<file path="config.mk">
export PLATFORM = sky130hd
export DESIGN_NAME = serial_adder_sub
export DESIGN_NICKNAME = d
export VERILOG_FILES = /design/src/rtl/serial_adder_sub.sv
export SDC_FILE = /design/constraint.sdc
export NUM_CORES = 1
export LEC_CHECK = 0
export ABC_AREA = 1
export ABC_CLOCK_PERIOD_IN_PS = 3100
export BUFFER_PORTS_ARGS = -buffer_cell sky130_fd_sc_hd__buf_4
export CORE_ASPECT_RATIO = 1.4
export CORE_MARGIN = 2
export CORE_UTILIZATION = 59
export CTS_CLUSTER_SIZE = 20
export DETAILED_ROUTE_END_ITERATION = 12
export PLACE_DENSITY_LB_ADDON = 0.3
export REMOVE_ABC_BUFFERS = 1
export SYNTH_ARGS = -nofsm -noshare
export SYNTH_HDL_FRONTEND = slang
export SYNTH_SLANG_ARGS = --single-unit
</file>
<file path="constraint.sdc">
create_clock -name CLK -period 3.1 [get_ports CLK]
set_clock_uncertainty 0.1 [all_clocks]
set_input_delay 0.155 -clock CLK [delete_from_list [all_inputs] [get_ports CLK]]
set_output_delay 0.155 -clock CLK [all_outputs]
set_load 0.02 [all_outputs]
</file>
<file path="src/rtl/serial_adder_sub.sv">
// -----------------------------------------------------------------------------
// serial_adder_sub
//   Bit-serial adder/subtractor. One full-adder slice is reused over WIDTH
//   clock cycles, LSB first, with the carry held in a register between cycles.
//   Subtraction is A + ~B + ~CIN, so CIN acts as a borrow-in and COUT=1 means
//   "no borrow". Results are registered and held until the next operation
//   completes.
//
// Ports
//   CLK    in   clock, rising edge
//   RST_N  in   synchronous active-low reset
//   START  in   operation request (sampled in IDLE or DONE only)
//   OP     in   0 = add, 1 = subtract
//   A, B   in   WIDTH-bit operands, sampled with START
//   CIN    in   carry-in (add) / borrow-in (subtract), sampled with START
//   BUSY   out  high while bits are being processed
//   DONE   out  one-cycle pulse when S/COUT/OVF/ZERO were updated
//   S      out  registered result (modulo 2^WIDTH)
//   COUT   out  final carry-out
//   OVF    out  signed overflow (carry into MSB xor carry out of MSB)
//   ZERO   out  high when S == 0
// -----------------------------------------------------------------------------
module serial_adder_sub #(
  parameter int WIDTH = 8
) (
  input  logic             CLK,
  input  logic             RST_N,
  input  logic             START,
  input  logic             OP,
  input  logic [WIDTH-1:0] A,
  input  logic [WIDTH-1:0] B,
  input  logic             CIN,
  output logic             BUSY,
  output logic             DONE,
  output logic [WIDTH-1:0] S,
  output logic             COUT,
  output logic             OVF,
  output logic             ZERO
);

  localparam int CW = (WIDTH > 1) ? $clog2(WIDTH) : 1;
  localparam logic [CW-1:0] LAST = CW'(WIDTH - 1);

  typedef enum logic [1:0] {
    ST_IDLE = 2'd0,
    ST_RUN  = 2'd1,
    ST_DONE = 2'd2
  } state_t;

  state_t state, state_nxt;

  logic [WIDTH-1:0] sa;
  logic [WIDTH-1:0] sb;
  logic [WIDTH-1:0] res;
  logic             c;
  logic [CW-1:0]    cnt;

  logic             sum_bit;
  logic             carry_nxt;
  logic [WIDTH-1:0] res_nxt;
  logic             last_bit;
  logic             load;

  function automatic logic maj3(input logic x, input logic y, input logic z);
    return (x & y) | (x & z) | (y & z);
  endfunction

  // Full-adder slice and result shift
  always_comb begin
    sum_bit   = sa[0] ^ sb[0] ^ c;
    carry_nxt = maj3(sa[0], sb[0], c);
    res_nxt   = {sum_bit, res[WIDTH-1:1]};
    last_bit  = (state == ST_RUN) && (cnt == LAST);
    load      = START && ((state == ST_IDLE) || (state == ST_DONE));
  end

  // State register
  always_ff @(posedge CLK) begin
    if (!RST_N) state <= ST_IDLE;
    else        state <= state_nxt;
  end

  // Next-state logic
  always_comb begin
    state_nxt = ST_IDLE;
    unique case (state)
      ST_IDLE: state_nxt = START ? ST_RUN : ST_IDLE;
      ST_RUN:  state_nxt = (cnt == LAST) ? ST_DONE : ST_RUN;
      ST_DONE: state_nxt = START ? ST_RUN : ST_IDLE;
      default: state_nxt = ST_IDLE;
    endcase
  end

  // Output decode
  always_comb begin
    BUSY = 1'b0;
    DONE = 1'b0;
    unique case (state)
      ST_RUN:  BUSY = 1'b1;
      ST_DONE: DONE = 1'b1;
      default: ;
    endcase
  end

  // Datapath: operand load, serial processing, result commit
  always_ff @(posedge CLK) begin
    if (!RST_N) begin
      sa   <= '0;
      sb   <= '0;
      res  <= '0;
      c    <= 1'b0;
      cnt  <= '0;
      S    <= '0;
      COUT <= 1'b0;
      OVF  <= 1'b0;
      ZERO <= 1'b1;
    end else if (load) begin
      sa  <= A;
      sb  <= OP ? ~B : B;
      c   <= OP ? ~CIN : CIN;
      res <= '0;
      cnt <= '0;
    end else if (state == ST_RUN) begin
      sa  <= sa >> 1;
      sb  <= sb >> 1;
      res <= res_nxt;
      c   <= carry_nxt;
      cnt <= cnt + CW'(1);
      if (last_bit) begin
        // While processing the MSB, c still holds the carry into it, so the
        // overflow flag can be formed directly without a separate capture.
        S    <= res_nxt;
        COUT <= carry_nxt;
        OVF  <= c ^ carry_nxt;
        ZERO <= (res_nxt == '0);
      end
    end
  end

endmodule

</file>
# ---- Yosys cells after proc, flatten, opt, wreduce, memory -nomap -nowiden
# Cells that the tools add are included.
dict set report classes {
  add_sub_neg 1
  n_eq_ne 3
  n_mux 13
  n_bitwise 12
  reduce_logical 9
}
# operator count
set op_table {}
lappend op_table {{$mux W8} 5}
lappend op_table {{$logic_not A8 Y1} 1}
lappend op_table {{$not A8 Y8} 1}
lappend op_table {{$mux W1} 6}
lappend op_table {{$pmux W2 S2} 1}
lappend op_table {{$reduce_or A2 Y1} 2}
lappend op_table {{$add A3 B1 Y3 const B} 1}
lappend op_table {{$and A1 B1 Y1} 3}
lappend op_table {{$eq A3 B3 Y1 const B} 1}
lappend op_table {{$not A1 Y1} 3}
lappend op_table {{$reduce_and A3 Y1} 1}
lappend op_table {{$xor A1 B1 Y1} 3}
lappend op_table {{$eq A2 B1 Y1 const B} 1}
lappend op_table {{$eq A2 B2 Y1 const B} 1}
lappend op_table {{$logic_and A1 B1 Y1} 2}
lappend op_table {{$logic_not A2 Y1} 1}
lappend op_table {{$mux W2} 1}
lappend op_table {{$or A1 B1 Y1} 2}
lappend op_table {{$reduce_bool A2 Y1} 1}
lappend op_table {{$logic_or A1 B1 Y1} 1}
dict set report word_totals {
  ff_bits 41
  inputBits 21
  out_inout_bits 13
}

# ---- Logic depth before layout (Yosys ltp)
# Gate-level depths: netlist (run 1).
dict set report logic_depth {
  ltp_word 5
  ltp_mapped 9
  depth_no_buf 8
}

# ---- Least setup slack after synthesis (run 1)
# No wires, ideal clock.
dict set report synth_timing {
  path_type {reg-to-reg}
  start {register cnt[0]}
  end {register ZERO}
  arrival_ns 1.159
  slack_ns 1.727
  path_stages_with_launch 9
  period_less_slack_ns 1.373
  path_cell_list {dfxtp_1 -> ha_1 -> ha_1 -> inv_1 -> nor2_8 -> inv_2 -> buf_6 -> a21oi_2 -> nand2_1}
}
dict set report synth_via {
  elab_chain_cells 3
}
# element line
set synth_lines {}
lappend synth_lines {{from (decl)} 56} ;# logic [CW-1:0] cnt;
lappend synth_lines {{from (signal assigned)} 128} ;# cnt <= cnt + CW'(1);
lappend synth_lines {{$eq A3 B3 Y1} 73} ;# last_bit = (state == ST_RUN) && (cnt == LAST);
lappend synth_lines {{$logic_and A1 B1 Y1} 73}
lappend synth_lines {{$reduce_and A3 Y1 (no source line)} -}
lappend synth_lines {{to (signal assigned)} 135} ;# ZERO <= (res_nxt == '0);
lappend synth_lines {{to (decl)} 38} ;# output logic ZERO
# Every way passes these cells.
# A chain may end at the register's enable or synchronous reset.

# ---- Worst setup path after layout (run 1)
dict set report layout_timing {
  start {register state[0]}
  end {output BUSY}
}
dict set report layout_via {
  elab_chain_cells 2
}
# element line
set layout_lines {}
lappend layout_lines {{from (decl)} 50} ;# state_t state, state_nxt;
lappend layout_lines {{from (signal assigned)} 80} ;# else state <= state_nxt;
lappend layout_lines {{$eq A2 B1 Y1} 98} ;# unique case (state)
lappend layout_lines {{$mux W1} 98}
lappend layout_lines {{to (decl)} 33} ;# output logic BUSY,
# Every way passes these cells.

==> metrics, run 1 <==
status finished, final reports clean; drt pass-1 iters 4; Clock Pin Slew Worst Setup and Hold Paths around 0.080 ns; Yosys top cell by area dfxtp_1; worst-path cell chain inv_4, nor2_4, buf_4; Sink Count 40; NumNets Final 318; Period Utilization, post-route 57.48%; CTS resizes 0; Hold Startpoint A[7]; xor and xnor fraction of the mapped netlist area 0.9340%; starting density of the core between 60% and 70%; beginning of the critical path state[0]; first-pass GRT wire length between 6000 and 7000 um; # diodes 0; Worst VDD drop 0.0003686 V; non-filler instance count after layout 334; Reg-to-Reg Start state[0]; post-synthesis mux area share 0%; DIE AREA 3652 sq um; TNS Setup 0 ns; routability cong. about 0.8; combinational share of power 13.0%; max-slew violations 0; Placed Instance Area 2079 sq um; RSZ-0062 raised after global routing no; Final setup viols 0; total detailed-routing wirelength 3897 um; Internal 884.2 uW; Die W 51.65 um; Final Power 1.182 mW; Core ar. 3063 sq um; Worst Setup Start Kind register; pin count of the biggest net entering global routing 24; main combinational cell family by area after synthesis simple AND/OR/NAND/NOR gates; GRT Overall Usage between 20% and 30%; final hold vios 0; maximum clock frequency 0.5612 GHz; Area Growth Syn to Fin 17.61%; syn avg cell area ~7.1 sq um; TritonCTS clock tree yes; hold slack 0.01127 ns; vias per inst 5.138; yosys warns 0; Port Buffer Count 33; post-route ant nets 0; worst-path maximum fanout 18; Root Buffer clkbuf_8; Site Rows 24; sw frac 25.17%; vias 1,716; Avg WL per Cell 11.67 um; Slew Limit Headroom 52.02%; MaxCap Viol Count 0; P_leak roughly 1.1 nW; top cells by area, synth dfxtp_1 43%, nand2_1 14%, nor2_1 7.0%; slowest cell delay on critical path 0.59 ns; Clock Tree Buf Depth 2; FF+latch count, synth 40; vias in the first global route 1,600; Top Family by Delay on Critical Path flip-flops; Sw Pwr slightly below 300 uW; simple logic cell fraction of the synthesized area between 30 and 40%; initial antenna violation count 0; Placed Instances 326; Yosys top cell area share 42.70%; Remaining DRCs 0; Cells after Synth 265; Synth Area in Adders under 10%; Post-CTS Hold Fix Bufs 0; Compound-Gate Fraction of Synth Area 11.47%; post-layout instance area 2206 sq um; post-place setup slack 1.340 ns; Worst EP arrival 1.53 ns; clock latency on the worst-skew pair 0.30 ns; Die Span Y 70.71 um; fraction of layout cells with a size suffix above 1 between 10% and 20%; synthesized area 1876 sq um; # IOs 34; Post-CTS Setup Bufs 0; CTS Buf Count 5; Final WS setup 1.318 ns; Tightest Pin Transition 0.7171 ns; critical path capture point type output port; Seq pwr share 47.3%; total gr overflow 0; Worst path slowest cell dfxtp_1; H-tree depth 2; number of DRC markers in iteration 0 35; clock share of power between 30% and 40%; min cycle time layout approximately 1.8 ns; post-synthesis sequential area ratio 42.70%; Final Core Density between 70 and 80%; data required time of the critical path 2.84 ns; Hold Path Class primary input to register; hpwl dp 2532 um; Buf+Inv Stages, Crit Path 2; WS Path Type register to output port; synth unique cells 23; Pwr Density approximately 540 nW/um^2
==> registers in the layout, indices dropped and copies added, names as in the netlist, 2 cells and up <==
register and flops:
cnt 3, S 8, sa 8, sb 8, state 2, res 7
==> power by group through the flow <==
stage	clock network (mW)	logic, mW	registers [mW]
2_1_floorplan	0	0.100	0.566
3_3_place_gp	0	0.149	0.570
3_5_place_dp	0	0.152	0.570
4_1_cts	0.476	0.154	0.559
5_1_grt	0.494	0.176	0.562
6_report	0.469	0.154	0.559
==> routing by layer <==
metal  up-vias  part of all wire (%)  GRT usage, %
met4         0                   1.7         10.23
met2        44                    50         39.32
li1        880                     -             -
met5         -                     0             0
met3         8                   5.2         5.274
met1       784                    43         28.05
==> worst paths after layout <==
path | to | slack (ns) | depth (start not counted)
setup / recovery | BUSY | 1.32 | 3
hold / removal | sa[7] | 0.01 | 3
setup reg to reg | sa[3] | 1.33 | 6
hold reg to reg | S[2] | 0.37 | 2
==> cell usage in the layout (no fill, tap or decap), drive strengths merged, types with 3 or more instances in the layout <==
cell type / count
buf: 33
nor2: 37
a21oi: 19
nor3: 3
o21ai: 22
nand2: 74
dfxtp: 40
clkbuf: 7
inv: 34
nand3: 19
==> tightest hold or removal path, cell delays in order <==
cell and delay, ns:
buf_4 0.08, o21ai_0 0.07, nor2_1 0.08
==> cell usage after synthesis <==
cell type	instances
nor2_8	1
inv_4	2
buf_6	6
dfxtp_1	40
o22ai_1	1
buf_4	1
nor2_1	35
nand2_2	2
xor2_1	2
inv_1	30
clkbuf_1	2
nor3_1	3
inv_2	2
fa_1	1
ha_1	2
nand2_1	71
o21ai_0	22
buf_2	2
a21oi_1	18
nor2_4	1
a21oi_2	1
nand2_8	1
nand3_1	19
==> logic make-up (layout without fill, tap and decap cells) <==
kind of cell	after synthesis	in the layout
fa+ha+maj	3	3
buf+inv	45	75
flops	40	40
compound gates	42	42
simple gates	133	133
xor+xnor	2	2
==> cell type report <==
class	count	area (sq um)
multi-input combinational	180	849.6
sequential	40	800.8
clock buffer	7	96.34
fill	277	857.1
tap	39	48.80
timing repair buffer	33	247.7
inverter	34	132.6
clock inverter	1	30.03
Note: power is estimated with default switching activity, not from simulation.
==> inputs of run 2 (changes only) <==
- ABC_AREA: 1 -> 0
- ABC_CLOCK_PERIOD_IN_PS: 3100 -> 1700
- CORE_UTILIZATION: 59 -> 53
- clock period: 3.1 -> 1.7 ns (I/O delays scaled with it)
==> run 2 against run 1 <==
The run now ends with hold timing left. Via count shrank 16%. Synthesized area is 9.0% lower. Register-to-register slack lost 1.1 ns. Die area is 1.2% higher.
==> metrics, run 2 <==
status finished, violations left; violated checks hold timing; combinational share of power 12.7%; initial antenna violation count 0; post-synthesis sequential area ratio 46.92%; P_leak 0.8190 nW; # diodes 0; Yosys top cell area share 46.92%; Slew Limit Headroom 74.47%; maximum clock frequency 0.6705 GHz; post-route ant nets 0; Post-synth top cells 50 x nand2_1, 40 x dfxtp_1, 15 x a21boi_0; Hold Path Class primary input to register; EDFF count, synth 0; Sw Pwr 474.4 uW; clock share of power 34.3%; routability cong. 0.7856; Remaining DRCs 0; vias in the first global route 1,382; yosys warns 0; Root Buffer clkbuf_8; Die Span Y 71.14 um; number of DRC markers in iteration 0 26; Seq pwr share 53.1%; data required time of the critical path 1.82 ns; Period Utilization, post-route between 80% and 90%; critical path capture point type register; synth unique cells 28; hpwl dp 2377 um; MaxCap Viol Count 0; non-filler instance count after layout 270; Post-CTS Setup Bufs 0; Area Growth Syn to Fin 21.19%; most frequent cell after synthesis nand2_1; GRT Overall Usage between 20% and 30%; setup slack, reg-to-reg roughly 0.21 ns; Critical Path End S[6]; Sink Count 40; NumNets Final 254; vias 1,445; Pwr Density 916.5 nW/um^2; hold slack -0.0003120 ns; H-tree depth 2; Worst EP arrival about 1.6 ns; Worst Hold Path Cells 3; r2r endpoint S[6]; top cells by area, synth dfxtp_1 47%, nand2_1 11%, a21boi_0 6.6%; syn avg cell area between 8 and 9 sq um; Internal 1.421 mW; pin count of the biggest net entering global routing 32; min cycle time layout around 1.5 ns; worst-path maximum fanout 10; Placed Instances 259; Synth Flop Type dfxtp_1; WS Path Type register to register; CTS Buf Count 5; TNS Setup 0 ns; Cells after Synth 196; total detailed-routing wirelength 3366 um; Site Rows 24; Top Registers S (8), sa (8), sb (8); RSZ-0062 raised after global routing no; Core ar. 3093 sq um; total gr overflow 0; final hold vios 1; TritonCTS clock tree yes; vias per inst 5.352; Yosys top cell by area dfxtp_1; Port Buffer Count 33; Clock Pin Slew Worst Setup and Hold Paths 0.07 ns; starting density of the core 55.18%; FF+latch count, synth 40; Final setup viols 0; most frequent cells in the layout 50 x nand2_1, 40 x dfxtp_1, 37 x buf_4; Die W 51.96 um; Avg WL per Cell 12.47 um; Clock Tree Buf Depth 2; Final Core Density 66.87%; Worst Setup Start Kind register; Reg-to-Reg Start cnt[0]; beginning of the critical path cnt[0]; sw frac 25.03%; Async SR Flop Fraction 0%; # IOs 34; DIE AREA about 3700 sq um; drt pass-1 iters 4; clock latency on the worst-skew pair just under 0.3 ns; commonest non-fill, non-tap cell in the layout nand2_1; Worst VDD drop ~0.00083 V; max-slew violations 0; synthesized area 1707 sq um; Reg2Reg Depth 5; Tightest Pin Transition between 0.3 and 0.4 ns; first-pass GRT wire length 5789 um; FILL cells about 260; fraction of layout cells with a size suffix above 1 19.91%
-- run 2: stage by stage --
step	setup WS [ns]	instance area, sq um	hold WS, ns	total power, mW
6_report	0.2085	2068	-0.0003120	1.896
2_1_floorplan	0.03844	1620	0.05683	1.160
5_1_grt	0.03089	2068	0.005518	1.968
3_5_place_dp	0.1480	1947	0.2511	1.262
3_3_place_gp	0.2405	1947	0.2418	1.250
4_1_cts	0.1267	2067	0.002138	1.902
-- run 2: cells by family (layout without fill, tap and decap cells) --
logic type,after synthesis,count (layout),share of synthesized area (%)
flip-flops,40,40,46.92
AND/OR/NAND/NOR,82,82,20.89
adder cells (fa/ha/maj),3,3,2.639
buffers and inverters,14,49,5.572
XOR/XNOR,11,11,5.646
AO/OA/AOI/OAI,46,46,18.33
-- run 2: worst min-delay path by stage --
stage               start    end  slack (ns)
finish               A[2]  sa[2]     -0.0003
detailed placement   A[7]  sa[7]        0.25
CTS                  A[2]  sa[2]       0.002
floorplan           RST_N   ZERO        0.06
global placement     A[7]  sa[7]        0.24
global route         A[2]  sa[2]       0.006
-- run 2: power groups by stage --
stage	Clock, mW	Sequential (mW)	Combinational (mW)
finish	0.649	1.01	0.240
global route	0.687	1.01	0.269
floorplan	0	1.02	0.139
global placement	0	1.02	0.225
detailed placement	0	1.03	0.234
CTS	0.656	1.01	0.240
-- run 2: metal layers --
layer  up-vias  track usage (%)  part of all wire (%)
met5         -                0                     0
met4         0            9.942                   1.8
met3         5            6.118                   5.0
met2        38            36.85                    51
met1       666            21.27                    42
li1        736                -                     -
-- run 2: critical path, stage by stage (launching register included) --
cell	delay, ns
dfxtp_1	0.33
ha_1	0.20
ha_1	0.21
nand3b_1	0.32
nand2_1	0.08
a21boi_0	0.18
-- run 2: layout make-up --
type / count / area [sq um] / share of cell area, %
inverters: 1 / 8.758 / 0.4235
multi-input cells: 142 / 812.0 / 39.26
well taps: 39 / 48.80 / 2.359
flip-flops and latches: 40 / 800.8 / 38.72
repair buffers: 40 / 307.8 / 14.88
clock buffers: 8 / 90.09 / 4.356
-- run 2: repair_timing --
item,CTS,global route
resized for setup,0,1
endpoints found under the setup margin,0,3
endpoints found under the hold margin,3,0
hold buffers,3,0
==> inputs of run 3 (changes only) <==
- ABC_AREA: 0 -> 1
- CORE_UTILIZATION: 53 -> 54
==> run 3 against run 2 <==
The flow now finishes without violations. Final area rose by 6.9%. Clock power fell by 9.1%. Sequential power barely moved. Die area rose by 7.3%. Clock-buffer cell count fell by 2. Global-route usage rose by 1.4 points. Largest power group unchanged. Highest routed layer unchanged.
==> metrics, run 3 (same netlist as run 1, synthesis figures left out) <==
vias per inst 4.956; Die Span Y 73.73 um; starting density of the core 56.04%; # diodes 0; Worst Setup Start Kind register; total gr overflow 0; vias 1,685; Worst EP arrival 1.35 ns; non-filler instance count after layout 340; number of DRC markers in iteration 0 43; most frequent cells in the layout 71 x nand2_1, 40 x dfxtp_1, 36 x buf_4; P_leak ~1.1 nW; # IOs 34; clock latency on the worst-skew pair 0.29 ns; commonest non-fill, non-tap cell in the layout nand2_1; combinational share of power approximately 16%; Clock Tree Buf Depth 2; drt pass-1 iters 4; DIE AREA ~4000 sq um; post-route ant nets 0; Placed Instances 330; Worst VDD drop 0.0007213 V; Clock Pin Slew Worst Setup and Hold Paths 0.08 ns; GRT Overall Usage 22.12%; Die W 53.81 um; Final setup viols 0; H-tree depth 2; data required time of the critical path roughly 1.5 ns; clock share of power a little under a third; final hold vios 0; Pwr Density 861.6 nW/um^2; footprint of the multi-input gates 849.6 sq um; worst-path maximum fanout 18; Area Growth Syn to Fin 17.88%; hold slack 0.007595 ns; Internal 1.385 mW; Slew Limit Headroom a little under three quarters; Final Power 1.905 mW; first-pass GRT wire length 6423 um; NumNets Final 324; Remaining DRCs 0; MaxCap Viol Count 0; TNS Setup 0 ns; Sink Count 40; register area 800.8 sq um; min cycle time layout about 1.5 ns; hpwl dp 2706 um; max-slew violations 0; Tightest Pin Transition 0.4283 ns; Seq pwr share a little over half; maximum clock frequency between 0.6 and 0.7 GHz; TritonCTS clock tree yes; pin count of the biggest net entering global routing 24; total detailed-routing wirelength ~4000 um; critical path capture point type output port; Avg WL per Cell approximately 12 um; status finished, final reports clean; CTS Buf Count 5; Hold Path Class primary input to register; vias in the first global route ~1,500; FILL cells 316; Port Buffer Count 33; CTS resizes 0; fraction of layout cells with a size suffix above 1 17.33%; RSZ-0062 raised after global routing no; Site Rows 25; routability cong. 0.8428; Root Buffer clkbuf_8; WS Path Type register to output port; Period Utilization, post-route slightly above 90%; initial antenna violation count 0; sw frac 27.29%; Sw Pwr between 500 and 600 uW; post-layout instance area ~2200 sq um; Placed Instance Area around 2100 sq um; Core ar. approximately 3300 sq um; Top Registers S (8), sa (8), sb (8)
-- run 3: cell count changes in the layout (fill, tap and decap cells not counted), sizes merged, moves of 3 or more --
cell,change
xor2,-7
o21ai,+17
a22oi,-5
nor3,-3
a31oi,-4
o221ai,-6
nor2,+30
a21oi,+9
nand3,+11
nand2,+23
a21boi,-15
inv,+33
-- run 3: cell type report --
class / instances / area share (%)
clock buffer: 6 / 3.282
clock inverter: 1 / 0.2264
tap: 40 / 2.264
sequential: 40 / 36.22
timing repair buffer: 39 / 13.58
inverter: 34 / 5.999
multi-input combinational: 180 / 38.43
-- run 3: per-stage QoR --
step / worst slack, ns / util, %
after detailed placement: 0.2460 / 62.84
after global placement: 0.2933 / 62.84
after global routing: 0.1003 / 66.06
after floorplan: 0.2568 / -
after CTS: 0.1457 / 66.06
final: 0.1609 / 66.06
-- run 3: metal layers --
metal | wire [um] | vias to the layer above | GRT usage (%) | share of wire (%)
li1 | - | 895 | - | -
met1 | 1704 | 746 | 25.74 | 43
met2 | 2016 | 39 | 37.80 | 51
met3 | 201 | 5 | 5.488 | 5.1
met4 | 48 | 0 | 8.547 | 1.2
met5 | 0 | - | 0 | 0
-- run 3: power by group through the flow --
| stage | registers [mW] | clock network (mW) | logic, mW |
|---|---|---|---|
| global route | 1.02 | 0.637 | 0.340 |
| detailed placement | 1.04 | 0 | 0.291 |
| CTS | 1.01 | 0.599 | 0.300 |
| global placement | 1.03 | 0 | 0.285 |
| finish | 1.02 | 0.590 | 0.299 |
| floorplan | 1.03 | 0 | 0.183 |
-- run 3: final timing paths --
kind / from / to / slack, ns / cells after the start
setup / recovery: state[0] / BUSY / 0.16 / 3
setup reg to reg: state[0] / sa[2] / 0.23 / 6
hold / removal: A[5] / sa[5] / 0.008 / 3
hold reg to reg: sb[7] / sb[7] / 0.37 / 2
-- run 3: worst max-delay path, stage by stage (launching register included) --
cell and delay, ns:
dfxtp_1 0.42, inv_4 0.06, nor2_4 0.34, buf_4 0.22
-- run 3: timing repair --
item | 4_1_cts | 5_1_grt
hold buffers | 3 | 0
buffers inserted | 0 | 0
endpoints found under the hold margin | 3 | 0
